**config.mk**
```make
export PLATFORM = sky130hd
export DESIGN_NAME = ram_rd_streamer
export DESIGN_NICKNAME = d
export VERILOG_FILES = /design/src/rtl/ram_rd_streamer_pkg.sv /design/src/rtl/ram_rd_fifo.sv /design/src/rtl/ram_rd_streamer.sv
export SDC_FILE = /design/constraint.sdc
export NUM_CORES = 1
export LEC_CHECK = 0
export ABC_CLOCK_PERIOD_IN_PS = 2280
export CAP_MARGIN = 20
export CORE_ASPECT_RATIO = 0.75
export CORE_MARGIN = 1.5
export CORE_UTILIZATION = 54
export DETAILED_ROUTE_END_ITERATION = 8
export GPL_ROUTABILITY_DRIVEN = 0
export PLACE_DENSITY_LB_ADDON = 0.25
export RECOVER_POWER = 50
export SLEW_MARGIN = 20
export SYNTH_ARGS = -nofsm -noshare
export SYNTH_HDL_FRONTEND = slang
export SYNTH_SLANG_ARGS = --single-unit
```
**constraint.sdc**
```tcl
create_clock -name clk -period 2.28 [get_ports clk]
set_clock_uncertainty 0.2 [all_clocks]
set_input_delay 0.228 -clock clk [delete_from_list [all_inputs] [get_ports clk]]
set_output_delay 0.228 -clock clk [all_outputs]
set_load 0.01 [all_outputs]
```
**src/rtl/ram_rd_streamer_pkg.sv**
```systemverilog
// Shared constants and state encodings for the RAM read streamer.
// RDLAT must match the read latency of the attached sync RAM.
package ram_rd_streamer_pkg;

  localparam int RDLAT = 2;

  typedef enum logic [1:0] {
    ST_IDLE  = 2'd0,
    ST_RUN   = 2'd1,
    ST_DRAIN = 2'd2
  } state_t;

endpackage

```
**src/rtl/ram_rd_fifo.sv**
```systemverilog
// Fall-through output FIFO with registered storage.
// The occupancy count feeds the streamer's credit check.
module ram_rd_fifo #(
  parameter int W = 9,
  parameter int D = 4
) (
  input  logic               clk,
  input  logic               rst_n,
  input  logic               wr_en,
  input  logic [W-1:0]       wr_data,
  input  logic               rd_en,
  output logic [W-1:0]       rd_data,
  output logic               valid,
  output logic [$clog2(D):0] count
);

  localparam int AW = $clog2(D);

  logic [W-1:0]  mem [D];
  logic [AW-1:0] wr_ptr;
  logic [AW-1:0] rd_ptr;

  always_ff @(posedge clk) begin
    if (wr_en) mem[wr_ptr] <= wr_data;
  end

  always_ff @(posedge clk or negedge rst_n) begin
    if (!rst_n) begin
      wr_ptr <= '0;
      rd_ptr <= '0;
      count  <= '0;
    end else begin
      if (wr_en) wr_ptr <= wr_ptr + 1'b1;
      if (rd_en) rd_ptr <= rd_ptr + 1'b1;
      unique case ({wr_en, rd_en})
        2'b10:   count <= count + 1'b1;
        2'b01:   count <= count - 1'b1;
        default: count <= count;
      endcase
    end
  end

  assign valid   = (count != '0);
  assign rd_data = valid ? mem[rd_ptr] : '0;

endmodule

```
**src/rtl/ram_rd_streamer.sv**
```systemverilog
// Read-side master for a 2-cycle sync RAM: issues addresses
// under FIFO credit and streams words to a valid/ready sink.
module ram_rd_streamer
  import ram_rd_streamer_pkg::*;
#(
  parameter int ADDRBIT   = 6,
  parameter int DEPTH     = 64,
  parameter int WIDTH     = 8,
  parameter int FIFODEPTH = 4
) (
  input  logic               clk,
  input  logic               rst_n,
  input  logic               cmd_valid,
  output logic               cmd_ready,
  input  logic [ADDRBIT-1:0] cmd_addr,
  input  logic [ADDRBIT:0]   cmd_len,
  output logic [ADDRBIT-1:0] rdaddress,
  input  logic [WIDTH-1:0]   q,
  output logic               out_valid,
  input  logic               out_ready,
  output logic [WIDTH-1:0]   out_data,
  output logic               out_last,
  output logic               done,
  output logic               busy
);

  localparam int CW = $clog2(FIFODEPTH + RDLAT) + 1;
  localparam int FW = $clog2(FIFODEPTH) + 1;

  state_t             state;
  logic [ADDRBIT:0]   remaining;
  logic [RDLAT-1:0]   tag_vld;
  logic [RDLAT-1:0]   tag_lst;
  logic [CW-1:0]      inflight;
  logic [FW-1:0]      fifo_count;
  logic [WIDTH:0]     fifo_out;
  logic [ADDRBIT-1:0] addr_nxt;
  logic               issue;
  logic               pop;
  logic               fin;
  logic               last_issue;

  always_comb begin
    inflight = '0;
    for (int i = 0; i < RDLAT; i++) begin
      inflight = inflight + CW'(tag_vld[i]);
    end
  end

  // Every issued read owns a FIFO slot, so a write never finds it full.
  assign issue = (state == ST_RUN) &&
                 (inflight + CW'(fifo_count) < CW'(FIFODEPTH));

  assign last_issue = issue && (remaining == (ADDRBIT+1)'(1));
  assign pop        = out_valid && out_ready;
  assign fin        = pop && out_last;

  assign addr_nxt = (rdaddress == ADDRBIT'(DEPTH-1)) ?
                    '0 : rdaddress + 1'b1;

  always_ff @(posedge clk or negedge rst_n) begin
    if (!rst_n) begin
      state     <= ST_IDLE;
      cmd_ready <= 1'b1;
      rdaddress <= '0;
      remaining <= '0;
      done      <= 1'b0;
      busy      <= 1'b0;
    end else begin
      done <= 1'b0;
      unique case (state)
        ST_IDLE: begin
          if (cmd_valid && cmd_ready) begin
            if (cmd_len == '0) begin
              done <= 1'b1;
            end else begin
              state     <= ST_RUN;
              cmd_ready <= 1'b0;
              busy      <= 1'b1;
              rdaddress <= cmd_addr;
              remaining <= cmd_len;
            end
          end
        end
        ST_RUN: begin
          if (issue) begin
            rdaddress <= addr_nxt;
            remaining <= remaining - 1'b1;
            if (last_issue) state <= ST_DRAIN;
          end
        end
        ST_DRAIN: begin
          if (fin) begin
            state     <= ST_IDLE;
            cmd_ready <= 1'b1;
            busy      <= 1'b0;
            done      <= 1'b1;
          end
        end
        default: state <= ST_IDLE;
      endcase
    end
  end

  always_ff @(posedge clk or negedge rst_n) begin
    if (!rst_n) begin
      tag_vld <= '0;
      tag_lst <= '0;
    end else begin
      tag_vld[0] <= issue;
      tag_lst[0] <= last_issue;
      for (int i = 1; i < RDLAT; i++) begin
        tag_vld[i] <= tag_vld[i-1];
        tag_lst[i] <= tag_lst[i-1];
      end
    end
  end

  ram_rd_fifo #(
    .W(WIDTH+1),
    .D(FIFODEPTH)
  ) u_fifo (
    .clk    (clk),
    .rst_n  (rst_n),
    .wr_en  (tag_vld[RDLAT-1]),
    .wr_data({tag_lst[RDLAT-1], q}),
    .rd_en  (pop),
    .rd_data(fifo_out),
    .valid  (out_valid),
    .count  (fifo_count)
  );

  assign out_data = fifo_out[WIDTH-1:0];
  assign out_last = fifo_out[WIDTH];

endmodule

```
==> out/metrics.cfg, run 1 <==
[outcome]
status = complete, no violations

[die]
core-area_um2 = 5353
die_area_um2 = 6017
num_rows = 23
pin_count = 44
die_w_um = 89.07
die_h_um = 67.56
start_util = 0.5605

[sta]
slew_violations = 0
relSlewSlack = 0.5243
rsz0062_at_grt = false
hold_violations = 0
setup_viol = 0
fin_setup_tns_ns = 0
period_minus_slack_ns = 2.217
finalCritPeriodShare = 0.9723
fmax_mhz = 451.1
worst_pin_slew_ns = 0.7136

[drt]
routed_wl_um = 5741
drc_errors = 0
drt_iter0_markers = 169
detail-route-antenna-nets = 0
dr.pass1.iters = 5
num_vias = 2002
viasPerCell = 5.561
drt-wirelength-per-cell_um = 15.95

[yosys]
ys_warn_count = 0
synthMuxAreaShare = 0.07840
synth.distinct_cells = 44
synth.net_count = 258
syn_inst = 223
yosys_register_bits = 65
syn_avg_cell_area_um2 = 13.45
ys_seq_area_frac = 0.6026
synth_xor_area_frac = 0.01751
yosys.area_share.simple = 0.1226
synth.cell_area_um2 = 3000
synth_adder_area_share = 0.04420
synth_top_family_by_area = simple AND/OR/NAND/NOR gates
synth_compound_area_frac = 0.1009

[cells_and_area]
most-common-layout-cells = 36 x edfxtp_1, 27 x dfrtp_1, 25 x clkdlybuf4s50_1, 13 x nand2_1, 12 x a21oi_1
fin_util = 0.7020
syn_to_final_growth_pct = 25.23
final_common_cell = edfxtp_1
layout.nets = 315
antenna_cells = 0
drive_gt1_frac = 0.1754

[cts]
cts_buffers = 9
cts_hold_buf = 0
cts_root_buf = clkbuf_8
cts_buffer_depth = 2
clock_sinks = 65
insertion_delay_ns = 0.34
h-tree-depth = 3
cts_tree = done
clk_pin_slew_ns = 0.07

[global_routing]
grt_max_degree = 30
grt_pass1_vias = 1842
grt.total_usage = 0.2102
antenna_found_initial = 0
grt_pass1_wl_um = 9087
grt-ovfl-total = 0

[setup_path]
startpoint = u_fifo.rd_ptr[0]$_DFFE_PN0N_
worstPathMaxFanout = 3
worstPathArrival_ns = 1.79
start_kind = flip-flop
crit_path_end_kind = output port
cp.required_ns = 1.85
worstReg2RegStart = u_fifo.count[0]$_DFFE_PN0P_
criticalPathCategory = flip-flop to output port
reg2reg_slack_ns = 0.10

[power_and_ir_drop]
power_density_nw_per_um2 = 1243
p_leak_nw = 1.473
vdd_drop_max_mv = 0.5694

[worst_hold_path]
hold_path.class = flip-flop to flip-flop
hold_start = tag_lst[0]$_DFF_PN0_

[run]
max_cap_viol_count = 0

[placed_design]
portBuffers = 43
post-dp-hpwl_um = 4033

-- layout make-up --
type                       instances  area (um^2)
clock buffer                      11        141.4
clock inverter                     5        30.03
fill                             378         1595
inverter                          10        37.54
multi-input combinational        137         1096
sequential                        65         1809
tap                               75        93.84
timing repair buffer              57        549.3
-- where the power goes --
group	internal (mW)	switching [mW]	total (mW)
Clock	0.421	0.430	0.852
Sequential	1.54	0.286	1.83
Combinational	1.06	0.932	1.99
-- flip-flops by register name (all words and copies together) (netlist names), 2 cells and up --
register,flops
u_fifo.wr_ptr,2
u_fifo.mem,36
state,2
remaining,7
tag_lst,2
u_fifo.count,3
rdaddress,6
tag_vld,2
u_fifo.rd_ptr,2
-- cell families after synthesis --
| logic type | after synthesis |
|---|---|
| DFF | 65 |
| muxes | 12 |
| and+or+nand+nor | 64 |
| xor gates and xnor gates | 6 |
| adders and majority gates | 10 |
| AOI/OAI and AO/OA | 45 |
| buffers and inverters | 21 |
-- timing repair --
item                                    4_1_cts  5_1_grt
endpoints found under the setup margin        9        8
gates resized for setup                      21        7
buffers inserted                              1        3
-- worst max-delay path, cell delays in order (launching register included) --
cell and delay [ns]:
dfrtp_1 0.40, buf_6 0.14, mux4_2 0.47, and2_1 0.16
dlygate4sd2_1 0.27
-- synth_stat cells (all sizes together) --
cell / number / area (um^2)
or3: 3 / 18.77
mux4: 9 / 202.7
nand4: 1 / 6.260
and2: 14 / 87.58
a211o: 1 / 8.760
fa: 1 / 20.02
a211oi: 1 / 7.510
xor2: 3 / 26.28
nor4: 5 / 52.55
a22oi: 2 / 15.01
and4b: 1 / 10.01
nand2: 13 / 48.80
mux2: 2 / 22.52
mux2i: 1 / 10.01
xnor2: 3 / 26.28
o22ai: 8 / 50.05
nor2: 10 / 40.04
inv: 10 / 37.54
a21oi: 12 / 60.06
o2111ai: 1 / 8.760
clkbuf: 1 / 3.750
nand3: 2 / 10.01
nor2b: 3 / 18.77
o211a: 1 / 10.01
dfrtp: 28 / 700.7
nor3b: 1 / 7.510
and3: 3 / 18.77
ha: 9 / 112.6
o21ai: 8 / 40.04
edfxtp: 36 / 1081
o2bb2ai: 9 / 78.83
buf: 10 / 60.05
nand2b: 3 / 18.77
nor3: 4 / 20.02
a2111oi: 1 / 15.01
dfstp: 1 / 26.28
o22a: 1 / 8.760
and2b: 1 / 10.01
-- path summary, 6_finish.rpt --
check	to	depth (start not counted)
max in group asynchronous	u_fifo.rd_ptr[1]$_DFFE_PN0N_	2
setup reg to reg	rdaddress[1]$_DFFE_PN0P_	6
min in group asynchronous	state[0]$_DFFE_PN0P_	2
setup / recovery	out_data[3]	4
hold reg to reg	tag_lst[1]$_DFF_PN0_	0
hold / removal	tag_lst[1]$_DFF_PN0_	0
-- metrics by stage --
stage	cells	total power, mW	cell area [um^2]	hold slack, ns	setup WS [ns]
2_1_floorplan	223	3.001	3000	-0.2676	0.2565
3_3_place_gp	340	3.727	3548	0.1416	0.1059
3_5_place_dp	340	3.786	3548	0.1511	0.1093
4_1_cts	357	4.610	3726	0.07226	0.02328
5_1_grt	360	4.976	3757	0.1883	0.001909
6_report	360	4.670	3757	0.1767	0.06324
-- layer usage --
metal,GRT usage,vias to the layer above,part of all wire
met5,0,-,0
met4,0.06346,0,0.0099
met3,0.06479,6,0.069
met2,0.3078,78,0.45
met1,0.3051,972,0.48
li1,-,946,-
No activity file was read; power rests on OpenSTA's default activity.
==> run 2: changes to the inputs <==
- CAP_MARGIN: 20 -> 25
- CORE_MARGIN: 1.5 -> 2
- SKIP_LAST_GASP: unset -> 1
==> run 2 against run 1 <==
Effect of this change:
- the run now ends with max-capacitance violations, max-slew violations left
- clock-buffer cell count rose by 1
- first-iteration DRC count shrank 2.4%
- hold slack lost 0.022 ns
- total power fell by 1.9%
- sequential share of layout area grew 0.29 points
- routed wire length grew 0.42%
- non-clock buffer count up 2
- setup slack got worse by 0.025 ns
- final area decreased by 0.60%
- die area increased by 2.6%
- largest cell class unchanged
- highest routed layer unchanged
==> out/metrics.cfg, run 2 (synthesis gave the netlist of run 1 again) <==
[sta]
period_minus_slack_ns = 2.242
slew_violations = 30
relSlewSlack = -0.01684
rsz0062_at_grt = true
finalCritPeriodShare = 0.9831
hold_violations = 0
worst_pin_slew_ns = 1.525
fmax_mhz = 446.1
setup_viol = 0
worst_slack_ns = 0.03844
holdWs_ns = 0.1546

[drt]
viasPerCell = 5.489
drt-wirelength-per-cell_um = 15.93
dr.pass1.iters = 4
routed_wl_um = 5765
drc_errors = 0
num_vias = 1987
detail-route-antenna-nets = 0
drt_iter0_markers = 165

[global_routing]
grt.total_usage = 0.2070
grt_pass1_wl_um = 9328
antenna_found_initial = 0
grt_pass1_vias = 1856
grt-ovfl-total = 0
grt_max_degree = 30

[setup_path]
ff2ff_path_depth = 6
worstPathMaxFanout = 4
worstPathArrival_ns = 1.81
crit_path_end_kind = output port
reg2reg_slack_ns = 0.16
cp.required_ns = 1.85
criticalPathCategory = flip-flop to output port
r2r_end = rdaddress[0]$_DFFE_PN0P_
worstReg2RegStart = u_fifo.count[0]$_DFFE_PN0P_
start_kind = flip-flop

[worst_hold_path]
hold_start = tag_lst[0]$_DFF_PN0_
min_to = tag_lst[1]$_DFF_PN0_
hold_path.class = flip-flop to flip-flop
whs_path_depth = 0

[die]
pin_count = 44
core-area_um2 = 5353
die_area_um2 = 6175
num_rows = 23
die_w_um = 90.07
start_util = 0.5605
die_h_um = 68.56

[placed_design]
dpl_worst_slack_ns = 0.06711
postPlaceCellArea_um2 = 3543
portBuffers = 43
post-dp-hpwl_um = 4022

[cts]
cts_buffer_depth = 2
h-tree-depth = 3
cts_buffers = 9
clk_pin_slew_ns = 0.06
cts_tree = done
insertion_delay_ns = 0.34
clock_sinks = 65
cts_root_buf = clkbuf_8

[cells_and_area]
most-common-layout-cells = 36 x edfxtp_1, 27 x dfrtp_1, 25 x clkdlybuf4s50_1, 14 x buf_4
fin_area_um2 = 3735
antenna_cells = 0
largest-register = u_fifo.mem
fin_util = 0.6978
top_regs = u_fifo.mem x36, remaining x7, rdaddress x6
largest_reg_flops = 36
syn_to_final_growth_pct = 24.48
fillers = 392
layout.nets = 317
final_common_cell = edfxtp_1
drive_gt1_frac = 0.1638

[outcome]
status = finished, violations left
violations = max-capacitance violations, max-slew violations

[run]
max_cap_viol_count = 1

[power_and_ir_drop]
power_density_nw_per_um2 = 1226
p_leak_nw = 1.470
vdd_drop_max_mv = 0.5557

==> run 2: cell types whose count changed in the layout (fill, tap and decap cells not counted), sizes merged <==
cell	change
dlygate4sd3	-1
clkinv	+2
clkdlybuf4s15	-2
buf	-1
clkinvlp	-1
clkbuf	+3
dlymetal6s2s	+1
inv	-2
dlygate4sd2	+3
==> run 2: layout make-up <==
cell class | instances | area [um^2] | area share
clock buffers | 12 | 145.1 | 0.03886
multi-input cells | 137 | 1091 | 0.2921
clock inverters | 4 | 20.02 | 0.005360
inverters | 10 | 37.54 | 0.01005
well taps | 75 | 93.84 | 0.02513
repair buffers | 59 | 538.0 | 0.1441
flip-flops and latches | 65 | 1809 | 0.4844
==> run 2: per-stage QoR <==
step / instances / setup TNS, ns / total power [mW]
finish: 362 / 0 / 4.580
global route: 362 / -0.2065 / 4.905
CTS: 358 / -0.1366 / 4.551
detailed placement: 341 / 0 / 3.775
global placement: 341 / 0 / 3.710
floorplan: 223 / 0 / 3.001
==> run 2: what timing repair did <==
action | CTS | global route
endpoints found under the hold margin | 0 | 0
hold buffers | 0 | 0
setup buffers | 1 | 4
endpoints found under the setup margin | 9 | 7
gates resized for setup | 11 | 9
==> run 2: report_power, final <==
part	switching, mW	internal (mW)
combinational	0.928	1.01
clock	0.415	0.417
sequential	0.272	1.54
total	1.61	2.97
==> run 2: worst max-delay path by stage <==
stage	start	to	slack (ns)
6_report	u_fifo.rd_ptr[0]$_DFFE_PN0N_	out_data[4]	0.04
5_1_grt	u_fifo.rd_ptr[0]$_DFFE_PN0N_	out_data[4]	-0.05
4_1_cts	u_fifo.rd_ptr[0]$_DFFE_PN0N_	out_data[4]	-0.08
3_5_place_dp	out_ready	u_fifo.count[2]$_DFFE_PN0P_	0.07
3_3_place_gp	out_ready	u_fifo.count[2]$_DFFE_PN0P_	0.10
2_1_floorplan	u_fifo.count[0]$_DFFE_PN0P_	u_fifo.count[1]$_DFFE_PN0P_	0.26
==> run 2: worst max-delay path, cell delays in order, from the launching register on <==
cell and delay, ns:
dfrtp_1 0.36, buf_6 0.12, buf_4 0.13, mux4_2 0.48, and2_1 0.17, clkdlybuf4s15_1 0.22
==> run 2: per-layer routing <==
metal / share of wire / vias to the layer above / track usage
li1: - / 956 / -
met1: 0.47 / 962 / 0.2910
met2: 0.45 / 63 / 0.2932
met3: 0.069 / 6 / 0.06848
met4: 0.011 / 0 / 0.1038
met5: 0 / - / 0
==> run 3: changes to the inputs <==
- CORE_MARGIN: 2 -> 1
==> run 3 against run 2 <==
Effect of this change:
- the flow now finishes without violations
- hold slack got worse by 0.018 ns
- global-route usage barely moved
- routed wire length fell by 6.8%
- via count fell by 3.7%
- first-iteration DRC count fell by 7.9%
- highest routed layer unchanged
- utilization rose by 0.84 points
- register-to-register slack got worse by 0.02 ns
- maximum frequency rose by 2.4%
- sequential power barely moved
- combinational power barely moved
- largest power group unchanged
- final cell count fell by 1.7%
==> out/metrics.cfg, run 3 (synthesis gave the netlist of run 1 again) <==
[outcome]
status = complete, no violations

[drt]
met3WireLength_um = 306
routed_wl_um = 5374
viasPerCell = 5.376
dr.pass1.iters = 4
drt-met1-wl_um = 2699
highest_layer = met4
drt-wirelength-per-cell_um = 15.10
wl_met2_um = 2324
drt_iter0_markers = 152
detail-route-antenna-nets = 0
drc_errors = 0
num_vias = 1914

[cells_and_area]
top_regs = u_fifo.mem x36, remaining x7, rdaddress x6
drive_gt1_frac = 0.1708
largest_reg_flops = 36
most-common-layout-cells = 36 x edfxtp_1, 27 x dfrtp_1, 24 x clkdlybuf4s50_1, 13 x nand2_1
antenna_cells = 0
largest-register = u_fifo.mem
multi_input_area_um2 = 1091
final-seq-area_um2 = 1809
syn_to_final_growth_pct = 25.98
final_common_cell = edfxtp_1
fillers = 383
layout.nets = 311

[setup_path]
ff2ff_path_depth = 6
worstReg2RegStart = u_fifo.count[0]$_DFFE_PN0P_
crit_path_end_kind = output port
reg2reg_slack_ns = 0.14
start_kind = flip-flop
r2r_end = u_fifo.count[1]$_DFFE_PN0P_
cp.required_ns = 1.85
worstPathMaxFanout = 4
criticalPathCategory = flip-flop to output port
worstPathArrival_ns = 1.76

[die]
die_area_um2 = 5862
start_util = 0.5605
pin_count = 44
die_w_um = 88.07
core-area_um2 = 5353
num_rows = 23
die_h_um = 66.56

[global_routing]
grt_pass1_vias = 1788
grt_max_degree = 30
grt.total_usage = 0.2066
antenna_found_initial = 0
grt_pass1_wl_um = 8735
grt-ovfl-total = 0

[cts]
cts_root_buf = clkbuf_8
cts_buffer_depth = 2
cts_hold_buf = 0
h-tree-depth = 3
clock_sinks = 65
insertion_delay_ns = 0.33
cts_tree = done
clk_pin_slew_ns = 0.07
cts_buffers = 9

[sta]
slew_violations = 0
relSlewSlack = 0.5408
setup_viol = 0
finalCritPeriodShare = 0.9600
worst_pin_slew_ns = 0.6885
rsz0062_at_grt = false
holdWs_ns = 0.1362
hold_violations = 0
fmax_mhz = 456.9
period_minus_slack_ns = 2.189
worst_slack_ns = 0.09121

[run]
max_cap_viol_count = 0

[power_and_ir_drop]
power_density_nw_per_um2 = 1272
p_leak_nw = 1.477
vdd_drop_max_mv = 0.7184

[placed_design]
portBuffers = 43
dpl_worst_slack_ns = 0.08533
post-dp-hpwl_um = 3754

[worst_hold_path]
hold_path.class = primary input to asynchronous set/reset pin

[run 3: changes by cell type in the layout (fill, tap and decap cells not counted), moves of 2 or more]
cell / before / now
clkinv_2: 4 / 1
dlygate4sd2_1: 4 / 0
clkbuf_1: 3 / 0
bufinv_16: 0 / 2
clkbuf_2: 2 / 6
buf_12: 0 / 2
buf_4: 14 / 7
[run 3: power breakdown]
group | internal (mW) | total (mW) | switching, mW | leakage, nW
registers | 1.54 | 1.82 | 0.279 | 0.682
clock network | 0.649 | 1.09 | 0.437 | 0.113
logic | 1.01 | 1.90 | 0.900 | 0.682
[run 3: through the flow]
step | util | TNS [ns] | instances | area (um^2) | total power, mW
after global routing | 0.7062 | 0 | 356 | 3780 | 5.124
after CTS | 0.7083 | -0.06783 | 355 | 3791 | 4.856
after detailed placement | 0.6625 | 0 | 338 | 3546 | 3.784
final | 0.7062 | 0 | 356 | 3780 | 4.809
after global placement | 0.6625 | 0 | 338 | 3546 | 3.734
after floorplan | - | 0 | 223 | 3000 | 3.001
[run 3: per-layer routing]
layer,vias to the layer above,GRT usage
met5,-,0
met2,46,0.2878
met3,7,0.07559
met4,0,0.05444
met1,922,0.3052
li1,939,-
[run 3: cell type report]
class / count / share of cell area
flip-flops and latches: 65 / 0.4787
multi-input cells: 137 / 0.2886
repair buffers: 53 / 0.1377
clock buffers: 10 / 0.03641
well taps: 75 / 0.02483
clock inverters: 6 / 0.02383
inverters: 10 / 0.009930
[run 3: what timing repair did]
item,4_1_cts,5_1_grt
gates cloned,1,0
endpoints found under the hold margin,0,0
resized for setup,11,17
buffers inserted,0,1
endpoints found under the setup margin,9,10
[run 3: worst max-delay path by stage]
stage,from,endpoint,slack [ns]
global placement,cmd_len[1],remaining[4]$_DFFE_PN0P_,0.11
floorplan,u_fifo.count[0]$_DFFE_PN0P_,u_fifo.count[1]$_DFFE_PN0P_,0.26
global route,u_fifo.rd_ptr[0]$_DFFE_PN0N_,out_data[4],0.004
detailed placement,cmd_len[1],rdaddress[1]$_DFFE_PN0P_,0.09
CTS,u_fifo.rd_ptr[0]$_DFFE_PN0N_,out_last,-0.04
finish,u_fifo.rd_ptr[0]$_DFFE_PN0N_,out_data[6],0.09
[run 3: critical path, cell delays in order (launching register included)]
cell and delay, ns:
dfrtp_2 0.42, clkbuf_16 0.16, mux4_2 0.47, and2_1 0.16, clkdlybuf4s15_1 0.22
